`src/rtl/division_if.sv`:
```
// division_if -- request/result bundle for the iterative divider.
//   i_a, i_b     : dividend / divisor (BF16, or INT8 in [7:0])
//   i_vld        : request strobe, honoured only while o_busy is low
//   int8_ip      : operand format at acceptance (1 = INT8, 0 = BF16)
//   o_busy       : divider occupied, from acceptance through the result cycle
//   o_res        : result, held until the next result
//   o_res_vld    : one-cycle pulse with each new o_res
//   exception / overflow / underflow / div_by_zero : status flags, held with o_res
// The issuing side uses the master modport, the divider uses the slave modport.
interface division_if;
  logic [15:0] i_a;
  logic [15:0] i_b;
  logic        i_vld;
  logic        int8_ip;
  logic        o_busy;
  logic [15:0] o_res;
  logic        o_res_vld;
  logic        exception;
  logic        overflow;
  logic        underflow;
  logic        div_by_zero;

  modport master (
    output i_a, i_b, i_vld, int8_ip,
    input  o_busy, o_res, o_res_vld, exception, overflow, underflow, div_by_zero
  );

  modport slave (
    input  i_a, i_b, i_vld, int8_ip,
    output o_busy, o_res, o_res_vld, exception, overflow, underflow, div_by_zero
  );
endinterface

```
`src/rtl/division.sv`:
```
// division -- radix-2 restoring divider for BF16 and INT8 operands.
// Ports:
//   clk : clock, all state changes on the rising edge
//   rst : synchronous active-high reset; discards any in-flight operation
//   bus : division_if.slave (operands, request, result, flags, busy)
// One operand pair is taken when idle, 17 quotient bits are produced one per
// cycle, and a final cycle rounds/classifies and registers the result. The
// result and flags appear 18 cycles after the accepting edge, for every input.
module division (
  input  logic      clk,
  input  logic      rst,
  division_if.slave bus
);

  typedef enum logic [1:0] {
    IDLE = 2'd0,
    DIV  = 2'd1,
    NORM = 2'd2
  } state_t;

  state_t      state_q, state_d;
  logic [15:0] a_q, a_d;
  logic [15:0] b_q, b_d;
  logic        int8_q, int8_d;
  logic [16:0] dvd_q, dvd_d;     // dividend, shifted out MSB first
  logic [7:0]  dvs_q, dvs_d;     // divisor magnitude / mantissa
  logic [4:0]  cnt_q, cnt_d;
  logic [9:0]  quo_q, quo_d;     // only the low 10 quotient bits are ever non-zero
  logic [7:0]  rem_q, rem_d;
  logic [15:0] res_q, res_d;
  logic        res_vld_q, res_vld_d;
  logic        exc_q, exc_d;
  logic        ovf_q, ovf_d;
  logic        unf_q, unf_d;
  logic        dbz_q, dbz_d;

  // Operand conditioning at acceptance
  logic [7:0] abs_a, abs_b;
  assign abs_a = bus.i_a[7] ? (~bus.i_a[7:0] + 8'd1) : bus.i_a[7:0];
  assign abs_b = bus.i_b[7] ? (~bus.i_b[7:0] + 8'd1) : bus.i_b[7:0];

  // One restoring step: bring down the next dividend bit and try to subtract.
  // When the subtraction is taken the true difference is below the divisor,
  // so its low 8 bits are exact.
  logic [8:0] trial;
  logic       take;
  assign trial = {rem_q, dvd_q[16]};
  assign take  = (trial >= {1'b0, dvs_q});

  // Result formation (used in NORM)
  logic        sign;
  logic [7:0]  ea, eb;
  logic [6:0]  mant_raw;
  logic        guard, sticky, round_up;
  logic [7:0]  mant_sum;
  logic [6:0]  mant;
  logic [9:0]  e_pre, e_fin;
  logic [7:0]  q_int, r_int;
  logic [15:0] norm_res;
  logic        norm_exc, norm_ovf, norm_unf, norm_dbz;

  always_comb begin
    sign     = a_q[15] ^ b_q[15];
    ea       = a_q[14:7];
    eb       = b_q[14:7];
    mant_raw = 7'd0;
    guard    = 1'b0;
    sticky   = 1'b0;
    e_pre    = 10'd0;
    norm_res = 16'd0;
    norm_exc = 1'b0;
    norm_ovf = 1'b0;
    norm_unf = 1'b0;
    norm_dbz = 1'b0;

    // Quotient lies in [256,1023]; bit 9 tells whether ma >= mb.
    if (quo_q[9]) begin
      mant_raw = quo_q[8:2];
      guard    = quo_q[1];
      sticky   = quo_q[0] | (rem_q != 8'd0);
      e_pre    = {2'b00, ea} - {2'b00, eb} + 10'd127;
    end else begin
      mant_raw = quo_q[7:1];
      guard    = quo_q[0];
      sticky   = (rem_q != 8'd0);
      e_pre    = {2'b00, ea} - {2'b00, eb} + 10'd126;
    end
    round_up = guard & (sticky | mant_raw[0]);
    mant_sum = {1'b0, mant_raw} + {7'd0, round_up};
    // Carry out of the 7-bit fraction: 1.1111111 rounds to 10.0000000
    if (mant_sum[7]) begin
      mant  = 7'd0;
      e_fin = e_pre + 10'd1;
    end else begin
      mant  = mant_sum[6:0];
      e_fin = e_pre;
    end

    // INT8: magnitudes were divided; restore signs
    q_int = (a_q[7] ^ b_q[7]) ? (~quo_q[7:0] + 8'd1) : quo_q[7:0];
    r_int = a_q[7] ? (~rem_q + 8'd1) : rem_q;

    if (int8_q) begin
      if (b_q[7:0] == 8'd0) begin
        norm_dbz = 1'b1;
        norm_res = {a_q[7:0], (a_q[7] ? 8'h80 : 8'h7F)};
      end else if (a_q[7:0] == 8'h80 && b_q[7:0] == 8'hFF) begin
        norm_ovf = 1'b1;
        norm_res = 16'h007F;
      end else begin
        norm_res = {r_int, q_int};
      end
    end else begin
      if (ea == 8'hFF || eb == 8'hFF) begin
        norm_exc = 1'b1;
        norm_res = 16'd0;
      end else if (eb == 8'd0) begin
        norm_dbz = 1'b1;
        norm_res = {sign, 8'hFF, 7'd0};
      end else if (ea == 8'd0) begin
        norm_res = {sign, 15'd0};
      end else if ($signed(e_fin) >= 10'sd255) begin
        norm_ovf = 1'b1;
        norm_res = {sign, 8'hFF, 7'd0};
      end else if ($signed(e_fin) <= 10'sd0) begin
        norm_unf = 1'b1;
        norm_res = {sign, 15'd0};
      end else begin
        norm_res = {sign, e_fin[7:0], mant};
      end
    end
  end

  // Control FSM and datapath next-state
  always_comb begin
    state_d   = state_q;
    a_d       = a_q;
    b_d       = b_q;
    int8_d    = int8_q;
    dvd_d     = dvd_q;
    dvs_d     = dvs_q;
    cnt_d     = cnt_q;
    quo_d     = quo_q;
    rem_d     = rem_q;
    res_d     = res_q;
    res_vld_d = 1'b0;
    exc_d     = exc_q;
    ovf_d     = ovf_q;
    unf_d     = unf_q;
    dbz_d     = dbz_q;

    unique case (state_q)
      IDLE: begin
        if (bus.i_vld) begin
          a_d    = bus.i_a;
          b_d    = bus.i_b;
          int8_d = bus.int8_ip;
          if (bus.int8_ip) begin
            dvd_d = {9'd0, abs_a};
            dvs_d = abs_b;
          end else begin
            dvd_d = {1'b1, bus.i_a[6:0], 9'd0};
            dvs_d = {1'b1, bus.i_b[6:0]};
          end
          cnt_d   = 5'd16;
          quo_d   = 10'd0;
          rem_d   = 8'd0;
          state_d = DIV;
        end
      end
      DIV: begin
        dvd_d = {dvd_q[15:0], 1'b0};
        rem_d = take ? (trial[7:0] - dvs_q) : trial[7:0];
        quo_d = {quo_q[8:0], take};
        if (cnt_q == 5'd0) begin
          state_d = NORM;
        end else begin
          cnt_d = cnt_q - 5'd1;
        end
      end
      NORM: begin
        res_d     = norm_res;
        exc_d     = norm_exc;
        ovf_d     = norm_ovf;
        unf_d     = norm_unf;
        dbz_d     = norm_dbz;
        res_vld_d = 1'b1;
        state_d   = IDLE;
      end
      default: state_d = IDLE;
    endcase
  end

  always_ff @(posedge clk) begin
    if (rst) begin
      state_q   <= IDLE;
      a_q       <= 16'd0;
      b_q       <= 16'd0;
      int8_q    <= 1'b0;
      dvd_q     <= 17'd0;
      dvs_q     <= 8'd0;
      cnt_q     <= 5'd0;
      quo_q     <= 10'd0;
      rem_q     <= 8'd0;
      res_q     <= 16'd0;
      res_vld_q <= 1'b0;
      exc_q     <= 1'b0;
      ovf_q     <= 1'b0;
      unf_q     <= 1'b0;
      dbz_q     <= 1'b0;
    end else begin
      state_q   <= state_d;
      a_q       <= a_d;
      b_q       <= b_d;
      int8_q    <= int8_d;
      dvd_q     <= dvd_d;
      dvs_q     <= dvs_d;
      cnt_q     <= cnt_d;
      quo_q     <= quo_d;
      rem_q     <= rem_d;
      res_q     <= res_d;
      res_vld_q <= res_vld_d;
      exc_q     <= exc_d;
      ovf_q     <= ovf_d;
      unf_q     <= unf_d;
      dbz_q     <= dbz_d;
    end
  end

  assign bus.o_busy      = (state_q != IDLE);
  assign bus.o_res       = res_q;
  assign bus.o_res_vld   = res_vld_q;
  assign bus.exception   = exc_q;
  assign bus.overflow    = ovf_q;
  assign bus.underflow   = unf_q;
  assign bus.div_by_zero = dbz_q;

endmodule

```
`src/flat_wrapper.sv`:
```
// flat-port wrapper written by rule: the top's interface ports become plain ports
module division_flat 
  (clk, rst, bus_i_a, bus_i_b, bus_i_vld, bus_int8_ip, bus_o_busy, bus_o_res, bus_o_res_vld, bus_exception, bus_overflow, bus_underflow, bus_div_by_zero);
  division_if bus_i ();
  input  logic clk;
  input  logic rst;
  input wire logic [$bits(bus_i.i_a)-1:0] bus_i_a;
  input wire logic [$bits(bus_i.i_b)-1:0] bus_i_b;
  input wire logic [$bits(bus_i.i_vld)-1:0] bus_i_vld;
  input wire logic [$bits(bus_i.int8_ip)-1:0] bus_int8_ip;
  output wire logic [$bits(bus_i.o_busy)-1:0] bus_o_busy;
  output wire logic [$bits(bus_i.o_res)-1:0] bus_o_res;
  output wire logic [$bits(bus_i.o_res_vld)-1:0] bus_o_res_vld;
  output wire logic [$bits(bus_i.exception)-1:0] bus_exception;
  output wire logic [$bits(bus_i.overflow)-1:0] bus_overflow;
  output wire logic [$bits(bus_i.underflow)-1:0] bus_underflow;
  output wire logic [$bits(bus_i.div_by_zero)-1:0] bus_div_by_zero;
  assign bus_i.i_a = bus_i_a;
  assign bus_i.i_b = bus_i_b;
  assign bus_i.i_vld = bus_i_vld;
  assign bus_i.int8_ip = bus_int8_ip;
  assign bus_o_busy = bus_i.o_busy;
  assign bus_o_res = bus_i.o_res;
  assign bus_o_res_vld = bus_i.o_res_vld;
  assign bus_exception = bus_i.exception;
  assign bus_overflow = bus_i.overflow;
  assign bus_underflow = bus_i.underflow;
  assign bus_div_by_zero = bus_i.div_by_zero;
  division u_core (.clk(clk), .rst(rst), .bus(bus_i));
endmodule
```
`config.mk`:
```
export PLATFORM = sky130hd
export DESIGN_NAME = division_flat
export DESIGN_NICKNAME = d
export VERILOG_FILES = /design/src/rtl/division_if.sv /design/src/rtl/division.sv /design/src/flat_wrapper.sv
export SDC_FILE = /design/constraint.sdc
export NUM_CORES = 1
export LEC_CHECK = 0
export CAP_MARGIN = 30
export CORE_ASPECT_RATIO = 1.2
export CORE_MARGIN = 4
export CORE_UTILIZATION = 40
export CTS_CLUSTER_SIZE = 25
export DETAILED_ROUTE_END_ITERATION = 12
export GPL_TIMING_DRIVEN = 0
export HOLD_SLACK_MARGIN = 0.15
export SLEW_MARGIN = 10
export SYNTH_ARGS = -nofsm -noshare
export SYNTH_HDL_FRONTEND = slang
export SYNTH_SLANG_ARGS = --single-unit
export TNS_END_PERCENT = 1
```
`constraint.sdc`:
```
create_clock -name clk -period 10.3 [get_ports clk]
set_input_delay 2.575 -clock clk [delete_from_list [all_inputs] [get_ports clk]]
set_output_delay 2.575 -clock clk [all_outputs]
set_load 0.01 [all_outputs]
```
* Word-level counts from Yosys, hierarchy flattened *
Cells that the tools add are included.

operators by class
  $add $sub $neg = 11
  magnitude comparators = 3
  eq/ne operators = 9
  muxes and demuxes = 54
  bitwise logic cells = 9
  reductions and logical operators = 14

operator list
  kind                     count
  $mux W16                 4
  $mux W8                  8
  $mux W15                 4
  $mux W17                 2
  $pmux W17 S2             1
  $add A8 B1 Y8 const B    4
  $eq A8 B8 Y1 const B     4
  $not A8 Y8               4
  $mux W10                 3
  $logic_not A8 Y1         3
  $mux W1                  22
  $add A10 B7 Y10 const B  2
  $pmux W10 S2             1
  $pmux W8 S2              1
  $mux W7                  2
  $add A10 B1 Y10 const B  1
  $ge A10 B9 Y1 const B    1
  $le A10 B1 Y1 const B    1
  $mux W5                  2
  $pmux W5 S2              1
  $ge A9 B8 Y1             1
  $sub A8 B8 Y9            1
  $add A7 B1 Y8            1
  $reduce_bool A8 Y1       1
  other kinds (18)         25

word-level totals
  register bits after elaboration = 104
  bits of input ports = 36
  output and inout port bits = 22
  word-level logic and storage cells = 115

* Longest topological paths before layout *
Gate-level depths: netlist (run 1).

  word-level depth = 14
  depth in mapped cells = 17

* Worst setup path after synthesis (run 1) *
No wires, ideal clock.

  kind = reg2reg
  start point = reg u_core.b_q[8]
  end point = reg u_core.res_q[1], in the netlist u_core.bus.o_res[1]
  setup time = 132 ps
  data arrival time = 4014 ps
  required time = 10168 ps
  setup slack = 6155 ps
  stages on the path, launching flop included = 17
  path buffers = 0
  clock period less this slack = 4145 ps
  cells stage by stage = dfxtp_1 > inv_1 > ha_1 > xnor2_1 > inv_1 > ha_1 > a21boi_0 > ha_1 > inv_1 > or4_4 > and3_1 > a2111o_1 > a311o_1 > o211ai_4 > a311oi_4 > a311oi_1 > nor3_1

on the way
  longest elaborated chain between the ends = 12
  elaborated cells on any way between the ends = 17

RTL lines
  what                                       line                            text
  from (decl)                                division.sv:23                  logic [15:0] b_q, b_d;
  from (signal assigned)                     division.sv:198                 b_q <= 16'd0;
  from (signal assigned)                     division.sv:214                 b_q <= b_d;
  $sub A8 B8 Y9                              division.sv:81, division.sv:86
  $add A10 B7 Y10, on equally long branches  division.sv:86, division.sv:81
  $mux W10                                   division.sv:77                  if (quo_q[9]) begin
  $add A10 B1 Y10                            division.sv:93                  e_fin = e_pre + 10'd1;
  $mux W10                                   division.sv:91                  if (mant_sum[7]) begin
  $le A10 B1 Y1                              division.sv:125                 end else if ($signed(e_fin) <= 10'sd0) begin
  $mux W15                                   division.sv:125
  $mux W15                                   division.sv:122                 end else if ($signed(e_fin) >= 10'sd255) begin
  $mux W15                                   division.sv:120                 end else if (ea == 8'd0) begin
  $mux W15                                   division.sv:117                 end else if (eb == 8'd0) begin
  $mux W16 *                                 division.sv:114                 if (ea == 8'hFF || eb == 8'hFF) begin
  $mux W16 *                                 division.sv:103                 if (int8_q) begin
  to (signal assigned)                       division.sv:221                 res_q <= res_d;
  to (decl)                                  division.sv:30                  logic [15:0] res_q, res_d;

Every way passes the cells marked *; elsewhere a longest branch is shown, timed or not.
A chain may end at the register's enable or synchronous reset.

* Worst setup path after layout (run 1) *
Same ends and word-level chain as after synthesis.

==> flow_summary.toml, run 1 <==
[status]
status = "finished, final reports clean"

[clocking]
clk_latency_ns = 0.36
postCtsSetupBuffers = 0
tritoncts = "yes"
clkSinkCount = 103
holdBufCountCts = 0
cts_buffer_depth = 2
cts_htree_levels = 3
cts_resized = 0
cts_root_buf = "clkbuf_16"
clk_pin_slew_worst_paths_ns = 0.07
cts_buffers = 9

[floorplanning]
die-area_sq_mm = 0.0189
start_util_pct = 41.1
die_w_um = 126
core_area_sq_mm = 0.0163
row_count = 51
die_h_um = 150
pin_count = 58

[grt]
globalRouteMet3Util_pct = 2.71
antenna_found_initial = 0
grt_pass1_vias = 6166
track_usage_pct = 21.0
grt_pass1_wl_um = 31800
grt_max_degree = 18
grt_overflow = 0
use_met2_pct = 36.4
gr-usage-met1_pct = 26.8
grt.busiest_layer = "met2"

[synthesis]
syn_area_sq_mm = 0.00672
ys_seq_area_share_pct = 30.7
yosys_register_bits = 103
avgSynthCellArea_sq_um = 7.38
yosys.area.top_type = "dfxtp_1"
syn_nets = 974
async_flop_share_pct = 0
ys_types = 73
yosysTopAreaCellShare_pct = 30.7
netlist_instances = 910
synth_enable_flop_cells = 0
synth_ff_type = "dfxtp_1"
synth_common_cells = "nand2_1, dfxtp_1, a21oi_1"
ys_warn_count = 0
synth_area_leaders = "dfxtp_1, nand2_1, a21oi_1"
synth_most_common_cell = "nand2_1"

[timing]
tns_ns = 0
hold_viol = 0
period_share_pct = 46.3
maxSlewViolCount = 0
fmax_ghz = 0.210
period_minus_slack_ns = 4.76
maxSlewHeadroom_pct = 43.5
fin_skew_ns = 0.0111
grt_setup_unrepaired = "false"
setup_viol = 0
worst_slack_ns = 5.54
fin_hold_ws_ns = 0.459
worst_pin_slew_ns = 0.841

[drt]
wl_per_cell_um = 16.5
totalWireLength_um = 19700
detailroute.via_count = 6555
drtIter0Drc = 282
dr.pass1.iters = 6
drc = 0
via_per_inst = 5.49
detail-route-antenna-nets = 0

[min_path]
min_path_type = "flip-flop to flip-flop"

[worst_setup_path]
cp-end-kind = "flip-flop"
critical_path.max_fanout = 7
crit_required_ns = 10.51
start_kind = "flip-flop"
crit_type = "flip-flop to flip-flop"
arrival_ns = 4.98
ff2ff_setup_slack_ns = 5.54

[final_layout]
final_util_pct = 48.3
instances_no_fill = 1194
drive_gt1_share_pct = 4.28
area_delta_synth_final_pct = 17.4
antenna_cells = 0
final_nets = 1041

[place]
port_buffers = 56
place_inst = 1178
pre_cts_ws_ns = 5.58
hpwl_um = 15200
gp_congestion = 0.870

[power]
ir_drop_mv = 0.0909
powerDensity_mw_per_mm2 = 183
p_leak_nw = 2.89

[flow_run]
drv_cap = 0
-- through the flow --
stage,power (mW),area [sq um]
floorplan,0.900,6720
global placement,1.05,7540
CTS,1.45,7880
finish,1.44,7880
detailed placement,1.05,7540
global route,1.53,7880
-- sequential cells by signal, summed over array words and instances (netlist names), 2 cells and up --
register          flops
u_core.b_q           15
u_core.a_q           16
u_core.rem_q          8
u_core.dvs_q          8
u_core.state_q        2
u_core.quo_q         10
u_core.cnt_q          5
u_core.dvd_q         17
u_core.bus.o_res     16
-- layout by cell type, fill, tap and decap left out, types with 8 or more instances in the layout --
cell	instances
clkbuf_16	9
a31oi_1	16
xor2_1	18
and3_1	9
clkbuf_1	39
nand2_1	139
dfxtp_1	103
mux2i_1	13
nor3_1	28
nand2b_1	11
buf_2	8
nor2_1	89
nor4_1	11
o21ai_0	27
a21oi_1	98
inv_1	40
buf_1	9
a211oi_1	19
xnor2_1	36
nand4_1	15
clkdlybuf4s50_1	56
nand3_1	37
ha_1	27
-- where the power goes --
part / switching [mW] / total (mW) / internal (mW)
Clock: 0.167 / 0.397 / 0.230
Sequential: 0.0294 / 0.461 / 0.432
Combinational: 0.352 / 0.585 / 0.233
Total: 0.548 / 1.44 / 0.894
-- cell families after synthesis --
| logic type | after synthesis | synth area share, % |
|---|---|---|
| multiplexers | 13 | 1.94 |
| AND/OR/NAND/NOR | 386 | 27.2 |
| buffers and inverters | 97 | 5.68 |
| flip-flops | 103 | 30.7 |
| adder cells (fa/ha/maj) | 28 | 5.33 |
| XOR/XNOR | 55 | 7.28 |
| AO/OA/AOI/OAI | 228 | 21.8 |
-- routing by layer --
layer  part of all wire, %  vias to the layer above  routed length (um)
met3                   3.8                       31                 747
met5                     0                        -                   0
met2                    48                      136                9490
met4                   2.5                        0                 498
li1                      -                     3356                   -
met1                    46                     3032                8970
-- worst paths after layout --
| check | start | end | cells past startpoint |
|---|---|---|---|
| max | u_core.b_q[8]$_SDFFE_PP0P_ | u_core.bus.o_res[1]$_SDFFE_PP0P_ | 16 |
| min | u_core.dvd_q[13]$_SDFFE_PP0P_ | u_core.dvd_q[14]$_SDFFE_PP0P_ | 2 |
| max reg2reg | u_core.b_q[8]$_SDFFE_PP0P_ | u_core.bus.o_res[1]$_SDFFE_PP0P_ | 16 |
| min reg2reg | u_core.dvd_q[13]$_SDFFE_PP0P_ | u_core.dvd_q[14]$_SDFFE_PP0P_ | 2 |
-- cell type report --
cell class	count	area, sq um
Multi-Input combinational cell	710	4270
Clock inverter	5	87.6
Sequential cell	103	2060
Fill cell	1705	8450
Timing Repair Buffer	56	561
Tap cell	212	265
Inverter	40	150
Clock buffer	11	253
Buffer	57	231
-- worst max-delay path, stage by stage, from the launching register on --
cell,delay (ns)
dfxtp_1,0.38
inv_1,0.06
ha_1,0.32
xnor2_1,0.27
inv_1,0.10
ha_1,0.33
a21boi_0,0.34
ha_1,0.32
inv_1,0.09
or4_4,0.58
and3_1,0.21
a2111o_1,0.39
a311o_1,0.36
o211ai_4,0.27
a311oi_4,0.12
a311oi_1,0.40
nor3_1,0.07
(Power assumes the default switching activity.)
==> run 2, diff against run 1 <==
==> constraint.sdc (replaced) <==
create_clock -name clk -period 4.6 [get_ports clk]
set_input_delay 1.15 -clock clk [delete_from_list [all_inputs] [get_ports clk]]
set_output_delay 1.15 -clock clk [all_outputs]
set_load 0.01 [all_outputs]
==> flow_summary.toml, run 2 (synthesis gave the netlist of run 1 again) <==
[timing]
period_share_pct = 94.6
period_minus_slack_ns = 4.35
setup_viol = 0
hold_viol = 0
maxSlewViolCount = 0
fmax_ghz = 0.230
grt_setup_unrepaired = "false"
fin_hold_ws_ns = 0.456
maxSlewHeadroom_pct = 45.3
fin_skew_ns = 0.00850
worst_pin_slew_ns = 0.821

[drt]
drtIter0Drc = 338
totalWireLength_um = 19800
via_per_inst = 5.49
detailroute.via_count = 6553
wl_per_cell_um = 16.6
dr.pass1.iters = 5
drc = 0
detail-route-antenna-nets = 0

[final_layout]
area_delta_synth_final_pct = 17.8
top_register = "u_core.dvd_q"
layout_common_cells = "nand2_1, dfxtp_1, a21oi_1"
antenna_cells = 0
drive_gt1_share_pct = 4.89
nFillCells = 1703
layout_commonest_cell = "nand2_1"
final_nets = 1040
largest_reg_flops = 17

[min_path]
worstHoldStart = "u_core.dvd_q[13]$_SDFFE_PP0P_"
min_path_type = "flip-flop to flip-flop"

[clocking]
cts_buffer_depth = 2
cts_root_buf = "clkbuf_16"
clk_pin_slew_worst_paths_ns = 0.07
holdBufCountCts = 0
cts_htree_levels = 3
postCtsSetupBuffers = 0
clkSinkCount = 103
tritoncts = "yes"
clk_latency_ns = 0.36
cts_buffers = 9

[floorplanning]
die-area_sq_mm = 0.0189
die_w_um = 126
pin_count = 58
die_h_um = 150
start_util_pct = 41.1
core_area_sq_mm = 0.0163
row_count = 51

[flow_run]
drv_cap = 0

[worst_setup_path]
regToRegStartpoint = "u_core.b_q[8]$_SDFFE_PP0P_"
path_cells = "inv_1 -> ha_1 -> xnor2_2 -> inv_1 -> ha_1 -> a21boi_2 -> ha_2 -> inv_1 -> or4_4 -> and3_1 -> a2111o_1 -> a311o_1 -> o211ai_4 -> a311oi_4 -> a311oi_2 -> nor3_1"
cpLargestDelayFamily = "compound AO/OA/AOI/OAI gates"
crit_type = "flip-flop to flip-flop"
critical_path.startpoint = "u_core.b_q[8]$_SDFFE_PP0P_"
arrival_ns = 4.56
max_stage_delay_ns = 0.57
path_buf_inv = 3
cp-end-kind = "flip-flop"
cp_slowest_cell = "or4_4"
start_kind = "flip-flop"
cp_common_cell = "inv_1"
critical_path.max_fanout = 7
crit_required_ns = 4.81

[power]
p_leak_nw = 2.90
powerDensity_mw_per_mm2 = 409
ir_drop_mv = 0.204
power.total_mw = 3.24

[grt]
grt_pass1_vias = 6166
grt_max_degree = 18
track_usage_pct = 21.0
antenna_found_initial = 0
grt_pass1_wl_um = 31800
grt_overflow = 0

[status]
status = "finished, final reports clean"

[place]
hpwl_um = 15200
gp_congestion = 0.870
port_buffers = 56
==> run 2: where the power goes <==
part,switching (mW),internal [mW],leakage [nW]
Combinational,0.792,0.526,1.89
Sequential,0.0656,0.967,0.840
Clock,0.374,0.514,0.170
==> run 2: metal layers <==
metal	up-vias	global-route usage [%]	share of wire (%)
met5	-	0	0
met2	133	36.4	48
met1	3041	26.8	46
met3	32	2.71	3.1
met4	0	7.83	2.6
li1	3347	-	-
==> run 2: path summary, 6_finish.rpt <==
path / to / slack [ns] / cells after the start
min: u_core.dvd_q[14]$_SDFFE_PP0P_ / 0.46 / 2
max reg2reg: u_core.bus.o_res[1]$_SDFFE_PP0P_ / 0.25 / 16
min reg2reg: u_core.dvd_q[14]$_SDFFE_PP0P_ / 0.46 / 2
max: u_core.bus.o_res[1]$_SDFFE_PP0P_ / 0.25 / 16
==> run 2: what timing repair did <==
action,in CTS,in global routing
pin swaps,0,2
resized for setup,2,5
hold endpoints to repair,0,0
setup endpoints to repair,1,15
==> run 2: layout make-up <==
type,count,area (sq um),area share (%)
multi-input cells,710,4300,54.4
flip-flops and latches,103,2060,26.1
repair buffers,56,561,7.09
well taps,212,265,3.35
clock buffers,11,253,3.20
plain buffers,56,228,2.88
inverters,40,150,1.90
clock inverters,5,87.6,1.11
==> run 2: metrics by stage <==
| step | setup TNS (ns) | cell area, sq um | std cells | util [%] | worst slack [ns] |
|---|---|---|---|---|---|
| final | 0 | 7910 | 1193 | 48.4 | 0.250 |
| after floorplan | 0 | 6720 | 910 | - | 0.455 |
| after detailed placement | -0.122 | 7540 | 1178 | 46.2 | -0.122 |
| after CTS | 0 | 7890 | 1194 | 48.3 | 0.0196 |
| after global routing | 0 | 7910 | 1193 | 48.4 | 0.0160 |
| after global placement | -0.133 | 7540 | 1178 | 46.2 | -0.133 |
==> run 2: worst reg2reg max path: cells and delay by family (launching register included) <==
| kind | cells | cell delay, ns |
|---|---|---|
| simple gates | 3 | 0.85 |
| buf+inv | 3 | 0.22 |
| flops | 1 | 0.38 |
| compound gates | 6 | 1.61 |
| fa+ha+maj | 3 | 0.93 |
| xor+xnor | 1 | 0.23 |
==> run 3, diff against run 2 <==
--- a/config.mk
+++ b/config.mk
@@ -7,13 +7,13 @@
 export LEC_CHECK = 0
 export CAP_MARGIN = 30
 export CORE_ASPECT_RATIO = 1.2
-export CORE_MARGIN = 4
-export CORE_UTILIZATION = 40
+export CORE_MARGIN = 5
+export CORE_UTILIZATION = 45
 export CTS_CLUSTER_SIZE = 25
 export DETAILED_ROUTE_END_ITERATION = 12
 export GPL_TIMING_DRIVEN = 0
 export HOLD_SLACK_MARGIN = 0.15
-export SLEW_MARGIN = 10
+export SLEW_MARGIN = 5
 export SYNTH_ARGS = -nofsm -noshare
 export SYNTH_HDL_FRONTEND = slang
 export SYNTH_SLANG_ARGS = --single-unit
==> flow_summary.toml, run 3 (synthesis gave the netlist of run 1 again) <==
[clocking]
cts_htree_levels = 3
clk_pin_slew_worst_paths_ns = 0.08
cts_root_buf = "clkbuf_16"
cts_buffer_depth = 2
clk_latency_ns = 0.36
cts_buffers = 9
tritoncts = "yes"
holdBufCountCts = 0
clkSinkCount = 103

[worst_setup_path]
crit_required_ns = 4.81
cp-end-kind = "flip-flop"
crit_type = "flip-flop to flip-flop"
cpLargestDelayFamily = "compound AO/OA/AOI/OAI gates"
critical_path.max_fanout = 7
path_buf_inv = 3
arrival_ns = 4.59
start_kind = "flip-flop"
cp_common_cell = "inv_1"
path_cells = "inv_1 -> ha_1 -> xnor2_2 -> inv_1 -> ha_1 -> a21boi_2 -> ha_2 -> inv_1 -> or4_4 -> and3_1 -> a2111o_1 -> a311o_1 -> o211ai_4 -> a311oi_4 -> a311oi_1 -> nor3_1"
max_stage_delay_ns = 0.57
ff2ff_setup_slack_ns = 0.23
cp_slowest_cell = "or4_4"

[final_layout]
final_util_pct = 53.0
nFillCells = 1492
layout_common_cells = "nand2_1, dfxtp_1, a21oi_1"
top_register = "u_core.dvd_q"
layout_commonest_cell = "nand2_1"
area_delta_synth_final_pct = 17.0
drive_gt1_share_pct = 4.60
antenna_cells = 0
largest_reg_flops = 17
final_nets = 1040

[grt]
grt_overflow = 0
grt_max_degree = 17
antenna_found_initial = 0
track_usage_pct = 23.1
grt_pass1_vias = 6203
grt_pass1_wl_um = 32000

[drt]
drtIter0Drc = 363
detail-route-antenna-nets = 0
totalWireLength_um = 19600
dr.pass1.iters = 4
drc = 0
detailroute.via_count = 6566
wl_per_cell_um = 16.6
via_per_inst = 5.55

[timing]
worst_pin_slew_ns = 0.850
fin_hold_ws_ns = 0.456
maxSlewViolCount = 0
maxSlewHeadroom_pct = 42.9
period_minus_slack_ns = 4.37
period_share_pct = 95.1
fmax_ghz = 0.229
fin_skew_ns = 0.0111
setup_viol = 0
hold_viol = 0

[min_path]
min_path_type = "flip-flop to flip-flop"

[floorplanning]
pin_count = 58
die_h_um = 144
core_area_sq_mm = 0.0148
die_w_um = 122
row_count = 49
die-area_sq_mm = 0.0175
start_util_pct = 45.3

[power]
switching_share_pct = 38.4
p_leak_nw = 2.87
netSwitchingPower_mw = 1.23
p_int_mw = 1.97
clockPowerShare_pct = 26.3
power_frac_seq_pct = 32.3
pwr-share-comb_pct = 41.4
powerDensity_mw_per_mm2 = 406
ir_drop_mv = 0.379

[flow_run]
drv_cap = 0

[place]
port_buffers = 56
gp_congestion = 0.887
hpwl_um = 15300

[status]
status = "finished, final reports clean"
run 3: cell types whose count changed in the layout (fill, tap and decap cells not counted), sizes merged:
| cell | before | now |
|---|---|---|
| clkinvlp | 0 | 2 |
| clkinv | 1 | 0 |
| clkbuf | 50 | 48 |
| inv | 42 | 41 |
run 3: what timing repair did:
| action | in CTS | in global routing |
|---|---|---|
| endpoints found under the setup margin | 3 | 16 |
| gates resized for setup | 1 | 5 |
| setup buffers | 0 | 0 |
| pin swaps | 0 | 1 |
run 3: final timing paths:
path / from / to / depth (start not counted)
max reg2reg: u_core.b_q[8]$_SDFFE_PP0P_ / u_core.bus.o_res[1]$_SDFFE_PP0P_ / 16
min: u_core.dvs_q[6]$_SDFFE_PP0P_ / u_core.dvs_q[6]$_SDFFE_PP0P_ / 2
min reg2reg: u_core.dvs_q[6]$_SDFFE_PP0P_ / u_core.dvs_q[6]$_SDFFE_PP0P_ / 2
max: u_core.b_q[8]$_SDFFE_PP0P_ / u_core.bus.o_res[1]$_SDFFE_PP0P_ / 16
run 3: layer usage:
layer	wire length, um	share of wire (%)	global-route usage, %	vias up
met5	0	0	0	-
met4	608	3.1	8.79	0
met3	623	3.2	2.52	37
met2	9570	49	39.9	124
met1	8800	45	29.7	3060
li1	-	-	-	3345
run 3: layout make-up:
type | count | area (sq um) | area share [%]
Multi-Input combinational cell | 710 | 4300 | 54.7
Sequential cell | 103 | 2060 | 26.2
Timing Repair Buffer | 56 | 561 | 7.13
Tap cell | 204 | 255 | 3.25
Buffer | 56 | 228 | 2.90
Clock buffer | 9 | 225 | 2.86
Inverter | 40 | 150 | 1.91
Clock inverter | 5 | 83.8 | 1.07
run 3: worst reg2reg max path, delay by kind of cell (launching register included):
family / cells / cell delay, ns
AND/OR/NAND/NOR: 3 / 0.84
XOR/XNOR: 1 / 0.21
adder cells (fa/ha/maj): 3 / 0.94
AO/OA/AOI/OAI: 6 / 1.62
flip-flops: 1 / 0.37
buffers and inverters: 3 / 0.23
run 3: per-stage QoR:
step	instances	cell area, sq um	TNS, ns	power, mW	setup slack (ns)
CTS	1184	7840	0	3.19	0.0499
floorplan	910	6720	0	2.02	0.455
global route	1183	7860	-0.00519	3.40	-0.00519
finish	1183	7860	0	3.19	0.226
detailed placement	1170	7530	-0.000937	2.36	-0.000937
global placement	1170	7530	0	2.35	0.00452
run 3: power by group through the flow:
stage	Clock (mW)	Combinational (mW)	Sequential, mW
6_report	0.838	1.32	1.03
3_3_place_gp	0	1.30	1.05
3_5_place_dp	0	1.30	1.05
5_1_grt	0.882	1.48	1.04
4_1_cts	0.851	1.31	1.03
2_1_floorplan	0	0.976	1.04
